File: src/rtl/led_walk_pkg.sv
// rtl/led_walk_pkg.sv - shared types and constants for the LED walk initiator
package led_walk_pkg;

  typedef enum logic [2:0] {
    ST_IDLE    = 3'd0,
    ST_WRITE   = 3'd1,
    ST_READ    = 3'd2,
    ST_CAPTURE = 3'd3,
    ST_WAIT    = 3'd4
  } state_e;

  localparam logic [1:0] LED_DATA_ADDR = 2'b00;
  localparam logic [7:0] ERR_COUNT_MAX = 8'd255;

  function automatic logic [7:0] sat_inc(input logic [7:0] v);
    return (v == ERR_COUNT_MAX) ? v : v + 8'd1;
  endfunction

endpackage

File: src/rtl/led_walk_master_if.sv
// rtl/led_walk_master_if.sv - Avalon-MM bus between the LED walk initiator and the LED slave
interface led_walk_master_if;
  import led_walk_pkg::*;

  logic [1:0]  address;
  logic        chipselect;
  logic        read;
  logic        write;
  logic [31:0] writedata;
  logic [31:0] readdata;

  modport master (
    output address, chipselect, read, write, writedata,
    input  readdata
  );

  modport slave (
    input  address, chipselect, read, write, writedata,
    output readdata
  );
endinterface

File: src/rtl/led_walk_master_interval_timer.sv
// rtl/led_walk_master_interval_timer.sv - loadable down-counter, done on the last counted cycle
module interval_timer #(
  parameter int WIDTH = 32
) (
  input  logic             clk,
  input  logic             reset,
  input  logic             i_load,
  input  logic [WIDTH-1:0] i_value,
  output logic             o_done
);

  logic [WIDTH-1:0] r_count;

  // Loaded with value-1 so that done is high during the value'th cycle after the load edge.
  always_ff @(posedge clk or posedge reset) begin
    if (reset) begin
      r_count <= '0;
    end else if (i_load) begin
      r_count <= i_value - WIDTH'(1);
    end else if (r_count != '0) begin
      r_count <= r_count - WIDTH'(1);
    end
  end

  assign o_done = (r_count == '0);

endmodule

File: src/rtl/led_walk_master.sv
// rtl/led_walk_master.sv - walking-one LED writer with readback check and error tally
module led_walk_master
  import led_walk_pkg::*;
#(
  parameter int LED_WIDTH    = 10,
  parameter int INTERVAL     = 50_000_000,
  parameter int READ_LATENCY = 1
) (
  input  logic                 clk,
  input  logic                 reset,
  input  logic                 enable,
  input  logic                 clear_error,
  led_walk_master_if.master    bus,
  output logic                 busy,
  output logic [LED_WIDTH-1:0] pattern,
  output logic                 error,
  output logic [7:0]           error_count
);

  state_e               r_state;
  logic [LED_WIDTH-1:0] r_pattern;
  logic                 r_error;
  logic [7:0]           r_error_count;

  logic                 w_done;
  logic                 w_load;
  logic [31:0]          w_load_value;
  logic [LED_WIDTH-1:0] w_next_pattern;
  logic                 w_compare;
  logic                 w_mismatch;
  logic                 w_unused_rd;

  // Pattern register starts at 0 so the first write after reset is 1.
  assign w_next_pattern = (r_pattern == '0 || r_pattern[LED_WIDTH-1])
                        ? LED_WIDTH'(1) : (r_pattern << 1);

  assign w_load       = (r_state == ST_READ) || (r_state == ST_CAPTURE && w_done);
  assign w_load_value = (r_state == ST_READ) ? 32'(READ_LATENCY) : 32'(INTERVAL);

  interval_timer #(.WIDTH(32)) u_timer (
    .clk     (clk),
    .reset   (reset),
    .i_load  (w_load),
    .i_value (w_load_value),
    .o_done  (w_done)
  );

  always_ff @(posedge clk or posedge reset) begin
    if (reset) begin
      r_state   <= ST_IDLE;
      r_pattern <= '0;
    end else begin
      case (r_state)
        ST_IDLE: begin
          if (enable) begin
            r_state   <= ST_WRITE;
            r_pattern <= w_next_pattern;
          end
        end
        ST_WRITE:   r_state <= ST_READ;
        ST_READ:    r_state <= ST_CAPTURE;
        ST_CAPTURE: if (w_done) r_state <= ST_WAIT;
        ST_WAIT: begin
          if (!enable) begin
            r_state <= ST_IDLE;
          end else if (w_done) begin
            r_state   <= ST_WRITE;
            r_pattern <= w_next_pattern;
          end
        end
        default:    r_state <= ST_IDLE;
      endcase
    end
  end

  assign w_compare   = (r_state == ST_CAPTURE) && w_done;
  assign w_mismatch  = w_compare && (bus.readdata[LED_WIDTH-1:0] != r_pattern);
  assign w_unused_rd = ^bus.readdata[31:LED_WIDTH];

  // A mismatch in the same cycle as clear_error wins: the tally restarts at one.
  always_ff @(posedge clk or posedge reset) begin
    if (reset) begin
      r_error       <= 1'b0;
      r_error_count <= 8'd0;
    end else if (w_mismatch) begin
      r_error       <= 1'b1;
      r_error_count <= clear_error ? 8'd1 : sat_inc(r_error_count);
    end else if (clear_error) begin
      r_error       <= 1'b0;
      r_error_count <= 8'd0;
    end
  end

  // Strobes decode straight from the state register so reset drops them asynchronously.
  assign bus.address    = LED_DATA_ADDR;
  assign bus.write      = (r_state == ST_WRITE);
  assign bus.read       = (r_state == ST_READ);
  assign bus.chipselect = bus.write || bus.read;
  assign bus.writedata  = bus.write ? 32'(r_pattern) : 32'd0;

  assign busy        = (r_state != ST_IDLE);
  assign pattern     = r_pattern;
  assign error       = r_error;
  assign error_count = r_error_count;

endmodule

File: src/flat_wrapper.sv
// flat-port wrapper written by rule: the top's interface ports become plain ports
module led_walk_master_flat import led_walk_pkg::*;
#(
  parameter int LED_WIDTH    = 10,
  parameter int INTERVAL     = 50_000_000,
  parameter int READ_LATENCY = 1
)
  (clk, reset, enable, clear_error, busy, pattern, error, error_count, bus_address, bus_chipselect, bus_read, bus_write, bus_writedata, bus_readdata);
  led_walk_master_if bus_i ();
  input  logic clk;
  input  logic reset;
  input  logic enable;
  input  logic clear_error;
  output logic busy;
  output logic [LED_WIDTH-1:0] pattern;
  output logic error;
  output logic [7:0] error_count;
  output wire logic [$bits(bus_i.address)-1:0] bus_address;
  output wire logic [$bits(bus_i.chipselect)-1:0] bus_chipselect;
  output wire logic [$bits(bus_i.read)-1:0] bus_read;
  output wire logic [$bits(bus_i.write)-1:0] bus_write;
  output wire logic [$bits(bus_i.writedata)-1:0] bus_writedata;
  input wire logic [$bits(bus_i.readdata)-1:0] bus_readdata;
  assign bus_address = bus_i.address;
  assign bus_chipselect = bus_i.chipselect;
  assign bus_read = bus_i.read;
  assign bus_write = bus_i.write;
  assign bus_writedata = bus_i.writedata;
  assign bus_i.readdata = bus_readdata;
  led_walk_master #(.LED_WIDTH(LED_WIDTH), .INTERVAL(INTERVAL), .READ_LATENCY(READ_LATENCY)) u_core (.clk(clk), .reset(reset), .enable(enable), .clear_error(clear_error), .bus(bus_i), .busy(busy), .pattern(pattern), .error(error), .error_count(error_count));
endmodule
File: config.mk
export PLATFORM = sky130hd
export DESIGN_NAME = led_walk_master_flat
export DESIGN_NICKNAME = d
export VERILOG_FILES = /design/src/rtl/led_walk_pkg.sv /design/src/rtl/led_walk_master_if.sv /design/src/rtl/led_walk_master_interval_timer.sv /design/src/rtl/led_walk_master.sv /design/src/flat_wrapper.sv
export SDC_FILE = /design/constraint.sdc
export NUM_CORES = 1
export LEC_CHECK = 0
export CAP_MARGIN = 20
export CORE_MARGIN = 3
export CORE_UTILIZATION = 49
export CTS_BUF_LIST = sky130_fd_sc_hd__clkbuf_8 sky130_fd_sc_hd__clkbuf_16
export CTS_CLUSTER_SIZE = 25
export DETAILED_ROUTE_END_ITERATION = 10
export GPL_ROUTABILITY_DRIVEN = 0
export PLACE_DENSITY = 0.81
export SLEW_MARGIN = 40
export SYNTH_ARGS = -nofsm -noshare
export SYNTH_HDL_FRONTEND = slang
export SYNTH_SLANG_ARGS = --single-unit
File: constraint.sdc
create_clock -name clk -period 4.53 [get_ports clk]
set_clock_uncertainty 0.1 [all_clocks]
set_input_delay 0.6795 -clock clk [delete_from_list [all_inputs] [get_ports clk]]
set_output_delay 0.6795 -clock clk [all_outputs]
set_load 0.03 [all_outputs]
==> impl_results.rst <==
.. list-table::
   :header-rows: 1

   * - Metric
     - Value
   * - Result of the run
     - finished, final reports clean
   * - Nature of the critical path endpoint
     - flip-flop
   * - Site row count
     - 29
   * - Area after DPL
     - around 3900 um^2
   * - Level count of the clock H-tree
     - 2
   * - Synth Warn #
     - 0
   * - Number of vias in the routed layout
     - 3033
   * - Slew HR
     - between 50% and 60%
   * - Sequential fraction of the synthesis area
     - about 39%
   * - Overall routed net length
     - around 8300 um
   * - Area of the mapped netlist
     - around 3400 um^2
   * - Die width
     - 89.62 um
   * - Main flop type after synthesis
     - sky130_fd_sc_hd__dfrtp_1
   * - First-pass GRT wire length
     - between 10000 and 15000 um
   * - Max-capacitance violation count
     - 0
   * - Clock Latency Late Sink
     - about 0.31 ns
   * - Number of endpoints with negative hold slack in the final report
     - 0
   * - IO Pins
     - slightly above 90
   * - CTS clk-pin slew, worst paths
     - roughly 0.1 ns
   * - Pin count of the biggest net entering global routing
     - 55
   * - Drt wl/cell
     - ~16 um
   * - Quantity of hold-fixing buffers added after cts
     - 0
   * - Setup Crit Path Kind
     - reg -> reg
   * - Number of synthesized flops with an enable pin
     - 0
   * - Synthesized netlist cell count
     - 380
   * - TritonCTS clock tree
     - built
   * - Die height
     - 89.62 um
   * - Number of antenna violations at the first check in global routing
     - 0
   * - Global-route usage over all layers
     - 21.98%
   * - Critical path, cell by cell
     - nor3_1 > nand3_1 > nor4_4 > a31oi_1 > nand2_1 > ha_1 > nor4b_1 > nand4_1 > or3_1 > a22oi_1 > a21oi_1 > a311oi_1
   * - Fin area
     - approximately 4000 um^2
   * - Resized Gates After CTS
     - 0
   * - Leakage Power
     - 1.667 nW
   * - Fraction of the cycle the final worst path needs
     - between 80% and 90%
   * - Number of vias per cell
     - ~5.9
   * - Setup-violating endpoint count in the final report
     - 0
   * - Die outline area
     - between 8000 and 9000 um^2
   * - Worst-Margin Slew
     - between 0.6 and 0.7 ns
   * - Worst min path class
     - reg -> reg
   * - Total inserted antenna cells
     - 0
   * - Total iterations of the first detailed-routing run
     - 4
   * - RSZ-0062 raised after global routing
     - false
   * - Number of DRC markers in iteration 0
     - ~300
   * - Total power consumption of the routed design
     - between 0.0015 and 0.002 W
   * - Slowest stage cell on the critical path
     - sky130_fd_sc_hd__dfrtp_1
   * - Initial core utilization
     - between 50% and 60%
   * - Highest clock rate
     - approximately 260 MHz
   * - Synthesized area divided by synthesized cell count
     - 9.015 um^2
   * - Commonest cells after routing, fill and taps aside
     - sky130_fd_sc_hd__dfrtp_1 (54), sky130_fd_sc_hd__clkdlybuf4s50_1 (46), sky130_fd_sc_hd__nor2_1 (39)
   * - Final count of pins violating max slew
     - 0
   * - Fraction of layout instances using a drive strength above 1
     - 9.456%
   * - Share of synthesized registers carrying an async set or reset
     - 100.0%
   * - Type of element launching the critical path
     - flip-flop
   * - Nets
     - between 400 and 500
   * - Placed wire-length estimate
     - roughly 5900 um
   * - Buffer cell driving the clock tree root
     - sky130_fd_sc_hd__clkbuf_8
   * - I/O Buffers
     - between 40 and 50
   * - Most common cell after layout, fill and taps aside
     - sky130_fd_sc_hd__dfrtp_1
   * - Via count of the first global-routing pass
     - 2847
   * - Crit Path Max Fanout
     - 7
   * - Synthesis-to-finish area growth
     - 16.22%
   * - Total of flip-flops plus latches after synthesis
     - 54
   * - Antenna-violating nets left
     - 0
   * - Core region area
     - about 6600 um^2
   * - Tmin final
     - ~3.8 ns
   * - Power density cells
     - a little over 400 nW/um^2
   * - Buffer count from post-CTS setup fixing
     - 0
   * - Worst EP arrival
     - just under 4 ns
   * - Data required time of the critical path
     - around 4.6 ns
   * - DRC violations left
     - 0
   * - Clock Path Buffers
     - 2
   * - CP peak stage delay
     - about 0.49 ns
   * - Remaining global-route overflow
     - 0
   * - Setup TNS
     - 0 ns
   * - Worst vdd ir
     - roughly 0.21 mV
   * - Number of buffers inserted during clock tree synthesis
     - 5
   * - Distinct cells, synth
     - 66
   * - Number of clock sinks
     - 54
==> cell usage after synthesis, types with 7 or more instances <==
| library cell | n | share of area, % |
|---|---|---|
| sky130_fd_sc_hd__a21oi_1 | 17 | 2.5 |
| sky130_fd_sc_hd__and2_1 | 9 | 1.6 |
| sky130_fd_sc_hd__buf_2 | 7 | 1.0 |
| sky130_fd_sc_hd__buf_4 | 24 | 5.3 |
| sky130_fd_sc_hd__clkbuf_1 | 9 | 0.99 |
| sky130_fd_sc_hd__dfrtp_1 | 54 | 39 |
| sky130_fd_sc_hd__inv_1 | 12 | 1.3 |
| sky130_fd_sc_hd__mux2_2 | 10 | 3.3 |
| sky130_fd_sc_hd__nand2_1 | 26 | 2.8 |
| sky130_fd_sc_hd__nand3_1 | 9 | 1.3 |
| sky130_fd_sc_hd__nand4_1 | 8 | 1.5 |
| sky130_fd_sc_hd__nor2_1 | 39 | 4.3 |
| sky130_fd_sc_hd__nor2b_1 | 8 | 1.5 |
| sky130_fd_sc_hd__nor3_1 | 14 | 2.0 |
| sky130_fd_sc_hd__nor4_1 | 9 | 1.6 |
| sky130_fd_sc_hd__o21ai_0 | 11 | 1.6 |
| sky130_fd_sc_hd__or3_1 | 9 | 1.6 |
| sky130_fd_sc_hd__xor2_1 | 12 | 3.1 |
==> stage by stage <==
| stage | util [%] | std cells | hold WS, ns | setup WS (ns) |
|---|---|---|---|---|
| 4_1_cts | 60.54 | 516 | 0.3741 | 0.7319 |
| 6_report | 60.62 | 516 | 0.3651 | 0.7020 |
| 5_1_grt | 60.62 | 516 | 0.4014 | 0.2843 |
| 2_1_floorplan | - | 403 | 0.3262 | 0.8135 |
| 3_3_place_gp | 59.15 | 508 | 0.3503 | 0.8938 |
| 3_5_place_dp | 59.15 | 508 | 0.3600 | 0.8154 |
==> registers in the layout (all words and copies together), names as in the netlist <==
signal and cells:
u_core.error 1, u_core.r_state 3, u_core.pattern 10, u_core.u_timer.r_count 32, u_core.error_count 8
==> critical path, delay by kind of cell, from the launching register on <==
| kind | cells | cell delay [ns] |
|---|---|---|
| AND/OR/NAND/NOR | 7 | 2.14 |
| AO/OA/AOI/OAI | 4 | 0.85 |
| flip-flops | 1 | 0.49 |
| adder cells (fa/ha/maj) | 1 | 0.17 |
==> per-layer routing <==
| metal | track usage, % | up-vias | wire, um |
|---|---|---|---|
| li1 | - | 1417 | - |
| met2 | 35.37 | 103 | 3961 |
| met3 | 3.011 | 16 | 404 |
| met4 | 6.901 | 0 | 173 |
| met5 | 0 | - | 0 |
| met1 | 30.78 | 1497 | 3725 |
==> cells by family (layout without fill, tap and decap cells) <==
logic type                 Yosys count  count (layout)  share of synthesized area [%]
and+or+nand+nor                    155             155                          24.76
AOI/OAI and AO/OA                   81              81                          16.58
DFF                                 54              54                          39.44
xor gates and xnor gates            18              18                          4.602
adders and majority gates            2               2                         0.7303
muxes                               16              16                          5.077
buffers and inverters               53              73                          8.692
other                                1              24                         0.1095
==> layout make-up <==
class | count | area (um^2)
fill | 571 | 2586
multi-input combinational | 296 | 1868
sequential | 54 | 1351
timing repair buffer | 52 | 505.5
tap | 93 | 116.4
clock buffer | 6 | 82.58
inverter | 13 | 48.80
clock inverter | 2 | 8.758
==> final timing paths <==
kind / cells after the start / end / slack [ns] / startpoint
max: 12 / u_core.u_timer.r_count[26]$_DFFE_PP0P_ / 0.70 / u_core.u_timer.r_count[6]$_DFFE_PP0P_
min: 1 / u_core.u_timer.r_count[0]$_DFFE_PP0P_ / 0.37 / u_core.u_timer.r_count[0]$_DFFE_PP0P_
max reg2reg: 12 / u_core.u_timer.r_count[26]$_DFFE_PP0P_ / 0.70 / u_core.u_timer.r_count[6]$_DFFE_PP0P_
min reg2reg: 1 / u_core.u_timer.r_count[0]$_DFFE_PP0P_ / 0.37 / u_core.u_timer.r_count[0]$_DFFE_PP0P_
max in group asynchronous: 3 / u_core.u_timer.r_count[23]$_DFFE_PP0P_ / 3.11 / reset
min in group asynchronous: 3 / u_core.u_timer.r_count[4]$_DFFE_PP0P_ / 0.76 / reset
==> power breakdown <==
part	total, W	switching (W)	internal, W
registers	0.000741	0.000146	0.000595
logic	0.000601	0.000362	0.000239
clock network	0.000277	0.000156	0.000122
total	0.00162	0.000663	0.000956
Note: power is estimated with default switching activity, not from simulation.
